### config.mk
export PLATFORM = sky130hd
export DESIGN_NAME = basket_controller
export DESIGN_NICKNAME = d
export VERILOG_FILES = /design/src/rtl/basket_pkg.sv /design/src/rtl/basket_controller_price_rom.sv /design/src/rtl/basket_controller.sv
export SDC_FILE = /design/constraint.sdc
export NUM_CORES = 1
export LEC_CHECK = 0
export ABC_CLOCK_PERIOD_IN_PS = 3600
export BUFFER_PORTS_ARGS = -buffer_cell sky130_fd_sc_hd__buf_2
export CAP_MARGIN = 5
export CORE_ASPECT_RATIO = 1.25
export CORE_MARGIN = 8
export CORE_UTILIZATION = 30
export CTS_CLUSTER_SIZE = 8
export DETAILED_ROUTE_END_ITERATION = 8
export MAX_ROUTING_LAYER = met4
export PLACE_DENSITY = 0.57
export SLEW_MARGIN = 20
export SYNTH_ARGS = -nofsm -noshare
export SYNTH_HDL_FRONTEND = slang
export SYNTH_HIERARCHICAL = 1
export SYNTH_SLANG_ARGS = --single-unit
### constraint.sdc
create_clock -name CLOCK_50 -period 3.6 [get_ports CLOCK_50]
set_input_delay 0.18 -clock CLOCK_50 [delete_from_list [all_inputs] [get_ports CLOCK_50]]
set_output_delay 0.18 -clock CLOCK_50 [all_outputs]
set_load 0.005 [all_outputs]
### src/rtl/basket_pkg.sv
// Shared types and defaults for the sale-terminal basket controller.
package basket_pkg;

    // Controller states; clearing the basket is handled from any state.
    typedef enum logic [1:0] {
        IDLE    = 2'd0,
        SEARCH  = 2'd1,
        COMPACT = 2'd2
    } basket_state_t;

    // Encodings on Dir_in.
    localparam logic [1:0] DIR_LEFT  = 2'b00;
    localparam logic [1:0] DIR_UP    = 2'b01;
    localparam logic [1:0] DIR_DOWN  = 2'b10;
    localparam logic [1:0] DIR_RIGHT = 2'b11;

    // Default geometry.
    localparam int BASKET_DEPTH = 8;
    localparam int BASKET_ID_W  = 4;
    localparam int BASKET_QTY_W = 3;

    // One basket line at the default geometry.
    typedef struct packed {
        logic [BASKET_ID_W-1:0]  id;
        logic [BASKET_QTY_W-1:0] qty;
    } basket_line_t;

endpackage

### src/rtl/basket_controller_price_rom.sv
// Product price lookup: product ID -> 8-bit unit price, purely combinational.
// Only instantiated when BASKET_TOTAL_EN is defined.
module product_price_rom #(
    parameter int ID_W = 4
) (
    input  logic [ID_W-1:0] id,
    output logic [7:0]      price
);

    logic [3:0] addr;

    assign addr = 4'(id);

    // Fixed price table indexed by the low product-ID bits.
    always_comb begin
        price = 8'd0;
        case (addr)
            4'd0:  price = 8'd12;
            4'd1:  price = 8'd25;
            4'd2:  price = 8'd7;
            4'd3:  price = 8'd40;
            4'd4:  price = 8'd99;
            4'd5:  price = 8'd15;
            4'd6:  price = 8'd60;
            4'd7:  price = 8'd3;
            4'd8:  price = 8'd120;
            4'd9:  price = 8'd45;
            4'd10: price = 8'd80;
            4'd11: price = 8'd9;
            4'd12: price = 8'd200;
            4'd13: price = 8'd33;
            4'd14: price = 8'd18;
            4'd15: price = 8'd255;
            default: price = 8'd0;
        endcase
    end

endmodule

### src/rtl/basket_controller.sv
// Shopping basket: merges/appends added products, cursor-driven line cancel
// with compaction, and a combinational read port for the VGA list.
// Optional running total price: define BASKET_TOTAL_EN.
module basket_controller
    import basket_pkg::*;
#(
    parameter int DEPTH = BASKET_DEPTH,
    parameter int ID_W  = BASKET_ID_W,
    parameter int QTY_W = BASKET_QTY_W
) (
    input  logic                       CLOCK_50,
    input  logic                       RESET,
    input  logic                       Add_Pulse,
    input  logic [ID_W-1:0]            Add_ProductID,
    input  logic [QTY_W-1:0]           Add_Quantity,
    input  logic                       Cancel_Pulse,
    input  logic                       Dir_Pulse,
    input  logic [1:0]                 Dir_in,
    input  logic                       Clear_Pulse,
    input  logic [$clog2(DEPTH)-1:0]   Rd_Idx,
    output logic [ID_W-1:0]            Rd_ProductID,
    output logic [QTY_W-1:0]           Rd_Quantity,
    output logic [$clog2(DEPTH+1)-1:0] Entry_Count,
    output logic [$clog2(DEPTH)-1:0]   Highlight_Idx,
    output logic                       Busy,
    output logic                       Full,
    output logic                       Empty,
    output logic                       Add_Ack,
    output logic                       Add_Reject
`ifdef BASKET_TOTAL_EN
    ,
    output logic [13:0]                Total_Price
`endif
);

    localparam int IDX_W = $clog2(DEPTH);
    localparam int CNT_W = $clog2(DEPTH+1);

    // Saturating quantity add: a line never wraps past the largest quantity.
    function automatic logic [QTY_W-1:0] sat_add(input logic [QTY_W-1:0] a,
                                                 input logic [QTY_W-1:0] b);
        logic [QTY_W:0] s;
        s = {1'b0, a} + {1'b0, b};
        return s[QTY_W] ? {QTY_W{1'b1}} : s[QTY_W-1:0];
    endfunction

    basket_state_t state, next_state;

    logic [ID_W-1:0]  line_id  [DEPTH];
    logic [QTY_W-1:0] line_qty [DEPTH];
    logic [CNT_W-1:0] count;
    logic [IDX_W-1:0] highlight;
    logic [CNT_W-1:0] scan_idx;
    logic [IDX_W-1:0] scan_lo;
    logic [IDX_W-1:0] count_lo;
    logic [ID_W-1:0]  add_id;
    logic [QTY_W-1:0] add_qty;
    logic             ack_q, reject_q;

    logic start_add, reject_now, start_cancel, dir_up, dir_down;
    logic do_append, do_merge, search_reject, scan_advance;
    logic compact_shift, compact_last;
    logic [CNT_W-1:0] hl_limit;
    logic [QTY_W-1:0] merged_qty;
    logic             rd_valid;

    // The scan index only addresses a line while it is below count.
    assign scan_lo    = scan_idx[IDX_W-1:0];
    assign count_lo   = count[IDX_W-1:0];
    assign merged_qty = sat_add(line_qty[scan_lo], add_qty);
    // Largest legal cursor once a line has been removed.
    assign hl_limit   = (count > CNT_W'(1)) ? count - CNT_W'(2) : '0;

    // State register.
    always_ff @(posedge CLOCK_50) begin
        if (RESET) state <= IDLE;
        else       state <= next_state;
    end

    // Next state and per-cycle decisions; Clear overrides everything.
    always_comb begin
        next_state    = state;
        start_add     = 1'b0;
        reject_now    = 1'b0;
        start_cancel  = 1'b0;
        dir_up        = 1'b0;
        dir_down      = 1'b0;
        do_append     = 1'b0;
        do_merge      = 1'b0;
        search_reject = 1'b0;
        scan_advance  = 1'b0;
        compact_shift = 1'b0;
        compact_last  = 1'b0;
        if (Clear_Pulse) begin
            next_state = IDLE;
        end else begin
            case (state)
                IDLE: begin
                    if (Add_Pulse) begin
                        if (Add_Quantity == '0) begin
                            reject_now = 1'b1;
                        end else begin
                            start_add  = 1'b1;
                            next_state = SEARCH;
                        end
                    end else if (Cancel_Pulse) begin
                        if (count != '0) begin
                            start_cancel = 1'b1;
                            next_state   = COMPACT;
                        end
                    end else if (Dir_Pulse) begin
                        case (Dir_in)
                            DIR_UP:    dir_up   = 1'b1;
                            DIR_DOWN:  dir_down = 1'b1;
                            DIR_LEFT,
                            DIR_RIGHT: ;
                        endcase
                    end
                end
                SEARCH: begin
                    if (scan_idx == count) begin
                        if (count < CNT_W'(DEPTH)) do_append     = 1'b1;
                        else                       search_reject = 1'b1;
                        next_state = IDLE;
                    end else if (line_id[scan_lo] == add_id) begin
                        do_merge   = 1'b1;
                        next_state = IDLE;
                    end else begin
                        scan_advance = 1'b1;
                    end
                end
                COMPACT: begin
                    if (scan_idx == count - CNT_W'(1)) begin
                        compact_last = 1'b1;
                        next_state   = IDLE;
                    end else begin
                        compact_shift = 1'b1;
                    end
                end
                default: next_state = IDLE;
            endcase
        end
    end

    // Basket contents, cursor, scan pointer and response pulses.
    always_ff @(posedge CLOCK_50) begin
        if (RESET || Clear_Pulse) begin
            for (int i = 0; i < DEPTH; i++) begin
                line_id[i]  <= '0;
                line_qty[i] <= '0;
            end
            count     <= '0;
            highlight <= '0;
            scan_idx  <= '0;
            add_id    <= '0;
            add_qty   <= '0;
            ack_q     <= 1'b0;
            reject_q  <= 1'b0;
        end else begin
            ack_q    <= do_append | do_merge;
            reject_q <= reject_now | search_reject;
            if (start_add) begin
                add_id   <= Add_ProductID;
                add_qty  <= Add_Quantity;
                scan_idx <= '0;
            end
            if (start_cancel) scan_idx <= CNT_W'(highlight);
            if (scan_advance) scan_idx <= scan_idx + CNT_W'(1);
            if (dir_up && highlight != '0) highlight <= highlight - IDX_W'(1);
            if (dir_down && (CNT_W'(highlight) + CNT_W'(1)) < count)
                highlight <= highlight + IDX_W'(1);
            if (do_append) begin
                line_id[count_lo]  <= add_id;
                line_qty[count_lo] <= add_qty;
                count              <= count + CNT_W'(1);
            end
            if (do_merge) line_qty[scan_lo] <= merged_qty;
            if (compact_shift) begin
                line_id[scan_lo]  <= line_id[scan_lo + IDX_W'(1)];
                line_qty[scan_lo] <= line_qty[scan_lo + IDX_W'(1)];
                scan_idx          <= scan_idx + CNT_W'(1);
            end
            if (compact_last) begin
                line_id[scan_lo]  <= '0;
                line_qty[scan_lo] <= '0;
                count             <= count - CNT_W'(1);
                if (CNT_W'(highlight) > hl_limit) highlight <= hl_limit[IDX_W-1:0];
            end
        end
    end

`ifdef BASKET_TOTAL_EN
    logic [ID_W-1:0]  rom_id;
    logic [7:0]       price;
    logic [QTY_W-1:0] added_qty;
    logic [13:0]      total;

    // Adds are priced while searching; a cancel is priced from the cursor line.
    assign rom_id    = (state == SEARCH) ? add_id : line_id[highlight];
    assign added_qty = do_append ? add_qty : merged_qty - line_qty[scan_lo];

    product_price_rom #(.ID_W(ID_W)) u_price_rom (
        .id    (rom_id),
        .price (price)
    );

    // Running total follows every line write and every cancel start.
    always_ff @(posedge CLOCK_50) begin
        if (RESET || Clear_Pulse) begin
            total <= '0;
        end else if (do_append || do_merge) begin
            total <= total + 14'(price) * 14'(added_qty);
        end else if (start_cancel) begin
            total <= total - 14'(price) * 14'(line_qty[highlight]);
        end
    end

    assign Total_Price = total;
`endif

    assign rd_valid      = CNT_W'(Rd_Idx) < count;
    assign Rd_ProductID  = rd_valid ? line_id[Rd_Idx]  : '0;
    assign Rd_Quantity   = rd_valid ? line_qty[Rd_Idx] : '0;
    assign Entry_Count   = count;
    assign Highlight_Idx = highlight;
    assign Busy          = (state != IDLE);
    assign Full          = (count == CNT_W'(DEPTH));
    assign Empty         = (count == '0);
    assign Add_Ack       = ack_q;
    assign Add_Reject    = reject_q;

endmodule

==> results of run 1 <==
==> registers in the layout, summed over array words and instances (netlist names), named ones only <==
register / flops
Add_Ack: 1
line_id: 32
Add_Reject: 1
line_qty: 24
Entry_Count: 4
add_id: 4
state: 2
Highlight_Idx: 3
add_qty: 3
scan_idx: 4
==> area by class of cell <==
class                   instances  area [µm²]  area share
clock buffers                  13         283      0.0440
clock inverters                 3        45.0     0.00701
inverters                      16        60.1     0.00934
multi-input cells             388        3250       0.505
flip-flops and latches         81        2180       0.339
well taps                     232         290      0.0451
repair buffers                 55         323      0.0502
==> worst max path at each step <==
stage          cells past startpoint       from  slack [ns]        endpoint
6_report                           8  flip-flop        0.41  line_qty[3][1]
5_1_grt                            9  flip-flop        0.21  line_qty[4][1]
4_1_cts                            8  flip-flop        0.38  line_qty[3][1]
3_5_place_dp                       8  flip-flop        0.41  line_qty[4][1]
3_3_place_gp                       8  flip-flop        0.50  line_qty[0][1]
2_1_floorplan                     12  flip-flop        0.78  line_qty[7][1]
==> power by group <==
group          total (mW)  internal (mW)  switching (mW)
sequential           1.06           1.02          0.0330
clock               0.992          0.624           0.369
combinational       0.175         0.0818          0.0928
==> cells in the final DEF, fill, tap and decap left out, types with 5 or more instances in the layout <==
cell       instances
nand2b_1           8
buf_2             36
inv_1             16
nand2_1           32
edfxtp_1          56
nor3_1            12
dfxtp_1           25
clkbuf_16         11
o21ai_0           12
xnor2_1            9
o22ai_1           21
mux4_2            36
xor2_1             7
nor2_1            77
mux2i_1           35
nor2b_1            6
buf_4             19
o21a_1             5
ha_1              21
nand3_1           10
a21oi_1           23
==> metal layers <==
metal | vias up | global-route usage | share of wire
li1 | 2007 | - | -
met2 | 151 | 0.249 | 0.51
met5 | - | - | 0
met3 | 31 | 0.0234 | 0.046
met1 | 2217 | 0.162 | 0.40
met4 | 0 | 0.0795 | 0.042
==> worst max-delay path, stage by stage, from the launching register on <==
cell and delay, ns:
dfxtp_1 0.53, buf_4 0.29, mux4_2 0.51, mux2_2 0.27, ha_1 0.30, a211oi_1 0.38
a21oi_1 0.20, nand2b_1 0.30, o22ai_1 0.13
==> kinds of logic (layout without fill, tap and decap cells) <==
family | count (synthesis) | count (layout) | share of synthesized area
compound gates | 96 | 96 | 0.113
xor+xnor | 19 | 19 | 0.0328
fa+ha+maj | 22 | 22 | 0.0491
buf+inv | 49 | 87 | 0.0580
flops | 81 | 81 | 0.379
mux | 78 | 78 | 0.225
simple gates | 173 | 173 | 0.144
==> metrics by stage <==
stage / worst slack [ns] / power, mW
4_1_cts: 0.379 / 2.25
6_report: 0.412 / 2.22
3_3_place_gp: 0.501 / 1.25
3_5_place_dp: 0.409 / 1.25
5_1_grt: 0.215 / 2.30
2_1_floorplan: 0.777 / 1.18
==> results.cfg, run 1 <==
[sta]
maxSlewHeadroom = 0.501
min_period_over_period = 0.885
hold_viol = 0
slew_violations = 0
worst_hold_slack_ns = 0.0742
setup_total_negative_slack_ns = 0
final.setup_skew_ns = 0.0125
setup_repair_after_global_routing_missed_its_margin = false
setup_viol = 0
worstMarginPinSlew_ns = 0.746
finalCriticalPeriod_ns = 3.19
fmax_mhz = 314

[clock_network]
cts.repair.resized = 0
worstSkewPairLatency_ns = 0.34
clock_sinks = 81
cts_htree_levels = 3
cts_inserted_buffers = 9
clock_tree.root_cell = clkbuf_16
tritoncts_clock_tree = built
cts.hold.buffers_added = 0
clockBufferDepth = 2
cts.reportedPaths.clkPinSlew_ns = 0.06
cts_setup_buffers = 0

[global_route]
initial_antenna_violation_count = 0
overall_overflow_remaining_after_global_route = 0
first_global_vias = 4562
track_usage = 0.146
grt_max_degree = 27
grt_pass1_wl_mm = 26.1

[yosys]
syn_nets = 558
synth_area_leaders = edfxtp_1, mux4_2, dfxtp_1
postSynth.asyncResetShare = 0
dominantRegCellSynth = edfxtp_1
ys_top_cells_by_count = nor2_1, edfxtp_1, mux4_2
synth-seq-cells = 81
syn-instance-count = 518
synth_most_common_cell = nor2_1
yosysWarnings = 6
syn_avg_cell_area_um2 = 11.1
mappedNetlistArea_um2 = 5760
synth_top_cell_by_area = edfxtp_1
synth_top_cell_area_share = 0.292
synth_edf_count = 56
synth.distinct_cells = 63
synth-seq-area-share = 0.379

[placement]
port_buffers = 36
placed_cell_area_um2 = 6100
post-dp-hpwl_mm = 12.9
gp_congestion = 0.923
placed_instance_count = 772

[finish]
flow.area_growth_from_synthesis_pct = 11.6
final_layout_size_suffix_gt1_frac = 0.234
num-fill-cells = 1900
antenna_cells = 0
instances_no_fill = 788
layout_cell_area_excl_fill_um2 = 6430
nNetsFinal = 591
finish.utilization = 0.342

[worst_setup_path]
crit_path_end_kind = flip-flop
worst_ep_arrival_time_ns = 3.27
setup.worst_path.class = flip-flop to flip-flop
critical_path_peak_fanout = 10
timing.rr.end = line_qty[3][1]
reg2regPathDepth = 8
r2r_setup_slack_ns = 0.41
worstPathRequired_ns = 3.68
startpoint_class_of_the_critical_path = flip-flop

[drt]
totalWireLength_mm = 16.5
drt_drc_violations_left = 0
drt-vias-per-instance = 5.59
drt_first_iter_violations = 269
drt-pass1-iter-count = 5
vias = 4406
route.antenna.remaining_nets = 0
wire_per_inst_um = 20.9

[hold_path]
min_to = add_id[2]
timing.hold.worst.class = input port to flip-flop
hold-path-cell-count = 3
hold_path.startpoint = Add_ProductID[2]

[floorplanning]
floorplan.die_area_um2 = 23900
num_io_pins = 37
die_h_um = 171
coreArea_um2 = 18800
die_x_um = 140
initial_core_util = 0.307
rows = 56

[run]
drv.max_cap_violation_count = 0

[power_and_ir_drop]
vdd_drop_max_mv = 0.234
power.static_leakage_nw = 2.34
pwr_density_cell_nw_per_um2 = 346

[outcome]
run_status = completed
(Power assumes the default switching activity.)
==> run 2, diff against run 1 <==
- SYNTH_HIERARCHICAL: 1 -> unset
==> results.cfg, run 2 <==
[outcome]
run_status = completed

[sta]
finalCriticalPeriod_ns = 3.23
final.setup_skew_ns = 0.00891
setup_viol = 0
fmax_mhz = 310
setup_total_negative_slack_ns = 0
setup_repair_after_global_routing_missed_its_margin = false
maxSlewHeadroom = 0.526
worstMarginPinSlew_ns = 0.711
hold_viol = 0
worst_hold_slack_ns = 0.0958
slew_violations = 0
min_period_over_period = 0.896

[clock_network]
cts_htree_levels = 3
worstSkewPairLatency_ns = 0.33
cts.reportedPaths.clkPinSlew_ns = 0.06
cts.hold.buffers_added = 0
cts_setup_buffers = 0
clock_tree.root_cell = clkbuf_16
cts.repair.resized = 0
cts_inserted_buffers = 9
clockBufferDepth = 2
clock_sinks = 81
tritoncts_clock_tree = built

[yosys]
mappedNetlistArea_um2 = 5540
post_synth_and_or_nand_nor_area_fraction = 0.143
synth-seq-cells = 81
synth_most_common_cell = nor2_1
synth_area_leaders = edfxtp_1, mux4_2, dfxtp_1
dominant_combinational_cell_family_by_area_after_synthesis = multiplexers
ys_top_cells_by_count = nor2_1, edfxtp_1, mux4_2
synth_top_cell_by_area = edfxtp_1
synth.distinct_cells = 60
synth.area.mux_share = 0.233
syn_avg_cell_area_um2 = 11.2
syn_nets = 533
yosysWarnings = 0
synth-seq-area-share = 0.394
postSynth.asyncResetShare = 0
synth_top_cell_area_share = 0.303
synth_edf_count = 56
syn-instance-count = 493
compound_cell_area_share_of_the_yosys_netlist = 0.117
dominantRegCellSynth = edfxtp_1
yosys.area_share.xor_xnor = 0.0300
adder_cell_area_share_of_the_yosys_netlist = 0.0510

[worst_setup_path]
worst_ep_arrival_time_ns = 3.29
worstPathRequired_ns = 3.66
critical_path_peak_fanout = 8
startpoint_class_of_the_critical_path = flip-flop
setup.worst_path.class = flip-flop to flip-flop
crit_path_end_kind = flip-flop

[power_and_ir_drop]
pwr_density_cell_nw_per_um2 = 340
vdd_drop_max_mv = 0.187
net-switching-power_mw = 0.477
power.static_leakage_nw = 2.22
comb_power_share = 0.086
seq_power_share = 0.491
sw_frac_of_total = 0.223
clkPwrFrac = 0.424
p_int_mw = 1.66

[hold_path]
hold_path.startpoint = Add_Quantity[1]
timing.hold.worst.class = input port to flip-flop

[global_route]
grt_use_met2 = 0.239
track_usage = 0.142
grtUsageMet3 = 0.0211
initial_antenna_violation_count = 0
groute.layer.met1.usage = 0.166
first_global_vias = 4326
gr-max-usage-layer = met2
overall_overflow_remaining_after_global_route = 0
grt_max_degree = 22
grt_pass1_wl_mm = 24.6

[floorplanning]
initial_core_util = 0.306
floorplan.die_area_um2 = 23100
die_x_um = 138
num_io_pins = 37
rows = 55
coreArea_um2 = 18100
die_h_um = 168

[drt]
wire_per_inst_um = 20.6
drt_first_iter_violations = 409
totalWireLength_mm = 15.7
drt_drc_violations_left = 0
vias = 4272
drt-vias-per-instance = 5.60
drt-pass1-iter-count = 4
route.antenna.remaining_nets = 0

[finish]
flow.area_growth_from_synthesis_pct = 13.5
largest_register_ffs = 32
most-common-layout-cells = nor2_1, edfxtp_1, mux4_2
layout_cell_area_excl_fill_um2 = 6290
layout_top_registers = line_id x32, line_qty x24
mostFrequentLayoutCell = nor2_1
num-fill-cells = 1810
max_flop_register = line_id
nNetsFinal = 570
antenna_cells = 0
final_layout_size_suffix_gt1_frac = 0.228

[placement]
gp_congestion = 0.941
placed_cell_area_um2 = 5990
port_buffers = 36
post-dp-hpwl_mm = 12.3

[run]
drv.max_cap_violation_count = 0
run 2: cell count changes in the layout (fill, tap and decap cells not counted), moves of 4 or more:
cell      before  now
a21oi_1       23   17
a221oi_1       0    4
o21bai_1       0    7
o22ai_1       21   25
buf_4         19   14
o21ai_0       12    6
o32a_1         0    6
nor2_1        77   70
run 2: final cells by class:
class	count	area [µm²]	area share
inverter	16	60.1	0.00955
clock inverter	5	55.1	0.00875
multi-input combinational	372	3180	0.505
sequential	81	2180	0.347
clock buffer	11	243	0.0386
timing repair buffer	50	285	0.0454
tap	228	285	0.0454
run 2: final timing paths:
check / endpoint / slack (ns) / cells after the start
setup / recovery: line_qty[5][2] / 0.37 / 10
hold / removal: add_qty[1] / 0.1 / 3
setup reg to reg: line_qty[5][2] / 0.37 / 10
hold reg to reg: add_id[0] / 0.56 / 2
run 2: per-layer routing:
metal  vias to the layer above  wire length, µm
li1                       1981                -
met1                      2098             6430
met2                       158             8120
met3                        35              678
met4                         0              469
met5                         -                0
run 2: through the flow:
step | setup slack, ns | total power, mW | util | cells
3_5_place_dp | 0.352 | 1.25 | 0.331 | 747
2_1_floorplan | 0.573 | 1.19 | - | 493
3_3_place_gp | 0.427 | 1.25 | 0.331 | 747
6_report | 0.374 | 2.14 | 0.348 | 763
4_1_cts | 0.345 | 2.16 | 0.348 | 763
5_1_grt | 0.0761 | 2.21 | 0.348 | 763
run 2: critical path, stage by stage (launching register included):
cell and delay [ns]:
dfxtp_1 0.57, mux4_2 0.55, mux2i_1 0.25, inv_1 0.08, ha_1 0.28, a21o_1 0.19, nor3_1 0.12, a21oi_1 0.05
or2_2 0.28, a32oi_2 0.42, o22ai_1 0.16
run 2: cell families after synthesis:
logic type,count (synthesis)
simple gates,161
compound gates,90
flops,81
mux,80
buf+inv,40
fa+ha+maj,22
xor+xnor,19
run 2: power by group through the flow:
stage / Clock (mW) / Sequential [mW] / Combinational [mW]
2_1_floorplan: 0 / 1.06 / 0.129
4_1_cts: 0.920 / 1.05 / 0.186
3_5_place_dp: 0 / 1.07 / 0.185
5_1_grt: 0.956 / 1.05 / 0.199
6_report: 0.906 / 1.05 / 0.183
3_3_place_gp: 0 / 1.07 / 0.182
==> run 3, diff against run 2 <==
- ABC_AREA: unset -> 1
==> results.cfg, run 3 <==
[outcome]
run_status = completed

[sta]
setup_total_negative_slack_ns = 0
final.setup_skew_ns = 0.0201
fmax_mhz = 321
maxSlewHeadroom = 0.514
setup_repair_after_global_routing_missed_its_margin = false
worstMarginPinSlew_ns = 0.728
setup_viol = 0
hold_viol = 0
worst_hold_slack_ns = 0.0630
finalCriticalPeriod_ns = 3.12
slew_violations = 0
min_period_over_period = 0.866
setup_ws_ns = 0.482

[yosys]
ys_top_cells_by_count = nand2_1, nor2_1, inv_1
dominant_combinational_cell_family_by_area_after_synthesis = simple AND/OR/NAND/NOR gates
synth_top_cell_by_area = edfxtp_1
postSynth.asyncResetShare = 0
mappedNetlistArea_um2 = 5840
syn_avg_cell_area_um2 = 7.03
yosysWarnings = 0
syn_nets = 871
synth_area_leaders = edfxtp_1, nand2_1, dfxtp_1
synth.distinct_cells = 39
dominantRegCellSynth = edfxtp_1
yosys.area_share.xor_xnor = 0.0150
synth_edf_count = 56
adder_cell_area_share_of_the_yosys_netlist = 0.0484
syn-instance-count = 831
synth_most_common_cell = nand2_1
post_synth_and_or_nand_nor_area_fraction = 0.288
synth.area.mux_share = 0
synth-seq-area-share = 0.374
synth_top_cell_area_share = 0.288
synth-seq-cells = 81
compound_cell_area_share_of_the_yosys_netlist = 0.175

[finish]
final_layout_size_suffix_gt1_frac = 0.123
max_flop_register = line_id
mostFrequentLayoutCell = nand2_1
layout_top_registers = line_id x32, line_qty x24
flow.area_growth_from_synthesis_pct = 10.9
nNetsFinal = 892
layout.area.seq_um2 = 2180
antenna_cells = 0
layout_cell_area_excl_fill_um2 = 6480
most-common-layout-cells = nand2_1, nor2_1, inv_1
num-fill-cells = 2087
multi_input_area_um2 = 3070
largest_register_ffs = 32

[clock_network]
cts_htree_levels = 3
cts.repair.resized = 0
worstSkewPairLatency_ns = 0.35
clock_tree.root_cell = clkbuf_16
clockBufferDepth = 2
clock_sinks = 81
cts.hold.buffers_added = 0
cts.reportedPaths.clkPinSlew_ns = 0.08
cts_inserted_buffers = 9
cts_setup_buffers = 0
tritoncts_clock_tree = built

[worst_setup_path]
worst_ep_arrival_time_ns = 3.21
crit_path_max_incr_delay_ns = 0.79
crit_path_end_kind = flip-flop
critical_path_buf_inv_count = 2
startpoint_class_of_the_critical_path = flip-flop
cp_top_family = compound AO/OA/AOI/OAI gates
setup.worst_path.class = flip-flop to flip-flop
critical_path_peak_fanout = 29
worstPathRequired_ns = 3.69
critical_path.cell_chain = inv_4, o21ai_0, a21oi_1, a31oi_1, ha_1, inv_1, fa_1, xnor2_1, o211ai_1, nand2_1, o21ai_2, nor2_1
critical-path-slowest-cell = dfxtp_1

[floorplanning]
die_x_um = 141
die_h_um = 172
coreArea_um2 = 19300
floorplan.die_area_um2 = 24200
num_io_pins = 37
rows = 57
initial_core_util = 0.303

[global_route]
initial_antenna_violation_count = 0
first_global_vias = 5322
grt_max_degree = 43
overall_overflow_remaining_after_global_route = 0
grt_pass1_wl_mm = 28.1
track_usage = 0.153

[power_and_ir_drop]
comb_power_share = 0.094
sw_frac_of_total = 0.268
vdd_drop_max_mv = 0.261
fin_total_pwr_mw = 2.16
p_int_mw = 1.58
clkPwrFrac = 0.422
net-switching-power_mw = 0.580
seq_power_share = 0.484
pwr_density_cell_nw_per_um2 = 333
power.static_leakage_nw = 2.66

[drt]
totalWireLength_mm = 17.7
route.antenna.remaining_nets = 0
drt_drc_violations_left = 0
wire_per_inst_um = 16.2
drt-pass1-iter-count = 5
vias = 5504
drt-vias-per-instance = 5.04
drt_first_iter_violations = 521

[placement]
placed_cell_area_um2 = 6190
port_buffers = 36
post-dp-hpwl_mm = 13.2
gp_congestion = 0.900
pre_cts_ws_ns = 0.496

[hold_path]
timing.hold.worst.class = input port to flip-flop

[run]
drv.max_cap_violation_count = 0
run 3: cell types whose count changed in the layout (fill, tap and decap cells not counted), moves of 10 or more:
cell	change
o22ai_1	-24
o21ai_0	+79
nand3_1	+52
nand2b_1	-10
inv_1	+80
a21oi_1	+58
nand2_1	+134
nand2_2	+18
nor2_1	+51
o211ai_1	+13
mux4_2	-37
mux2i_1	-36
run 3: worst paths after layout:
kind                                       from  cells past startpoint  slack [ns]              to
worst max-delay path                  flip-flop                     12        0.48  line_qty[0][2]
worst min-delay path            Add_Quantity[2]                      3        0.06      add_qty[2]
worst max register to register        flip-flop                     12        0.48  line_qty[0][2]
worst min register to register        add_id[2]                      2        0.50       add_id[2]
run 3: power by group through the flow:
stage,Clock (mW),Sequential (mW),Combinational [mW]
after global routing,0.957,1.05,0.232
after detailed placement,0,1.07,0.202
after floorplan,0,1.05,0.136
after CTS,0.924,1.05,0.203
after global placement,0,1.07,0.201
final,0.912,1.05,0.203
run 3: kinds of logic after synthesis:
family	after synthesis
AO/OA/AOI/OAI	190
AND/OR/NAND/NOR	390
flip-flops	81
XOR/XNOR	10
buffers and inverters	138
adder cells (fa/ha/maj)	22
run 3: area by class of cell:
cell class | count | area share
clock buffers | 10 | 0.0369
clock inverters | 6 | 0.00753
inverters | 102 | 0.0595
multi-input cells | 612 | 0.474
flip-flops and latches | 81 | 0.337
well taps | 236 | 0.0456
repair buffers | 46 | 0.0394
run 3: per-layer routing:
metal	GRT usage	wire, µm
met5	-	0
met4	0.0749	699
met3	0.0171	760
met2	0.263	8730
met1	0.175	7470
run 3: through the flow:
step	instances	util
after global placement	1077	0.322
after global routing	1093	0.337
after CTS	1093	0.337
after floorplan	831	-
final	1093	0.337
after detailed placement	1077	0.322
run 3: worst reg2reg max path, delay by kind of cell (launching register included):
kind,cells,cell delay (ns)
compound gates,5,0.87
xor+xnor,1,0.13
fa+ha+maj,2,0.57
buf+inv,2,0.32
flops,1,0.79
simple gates,2,0.19
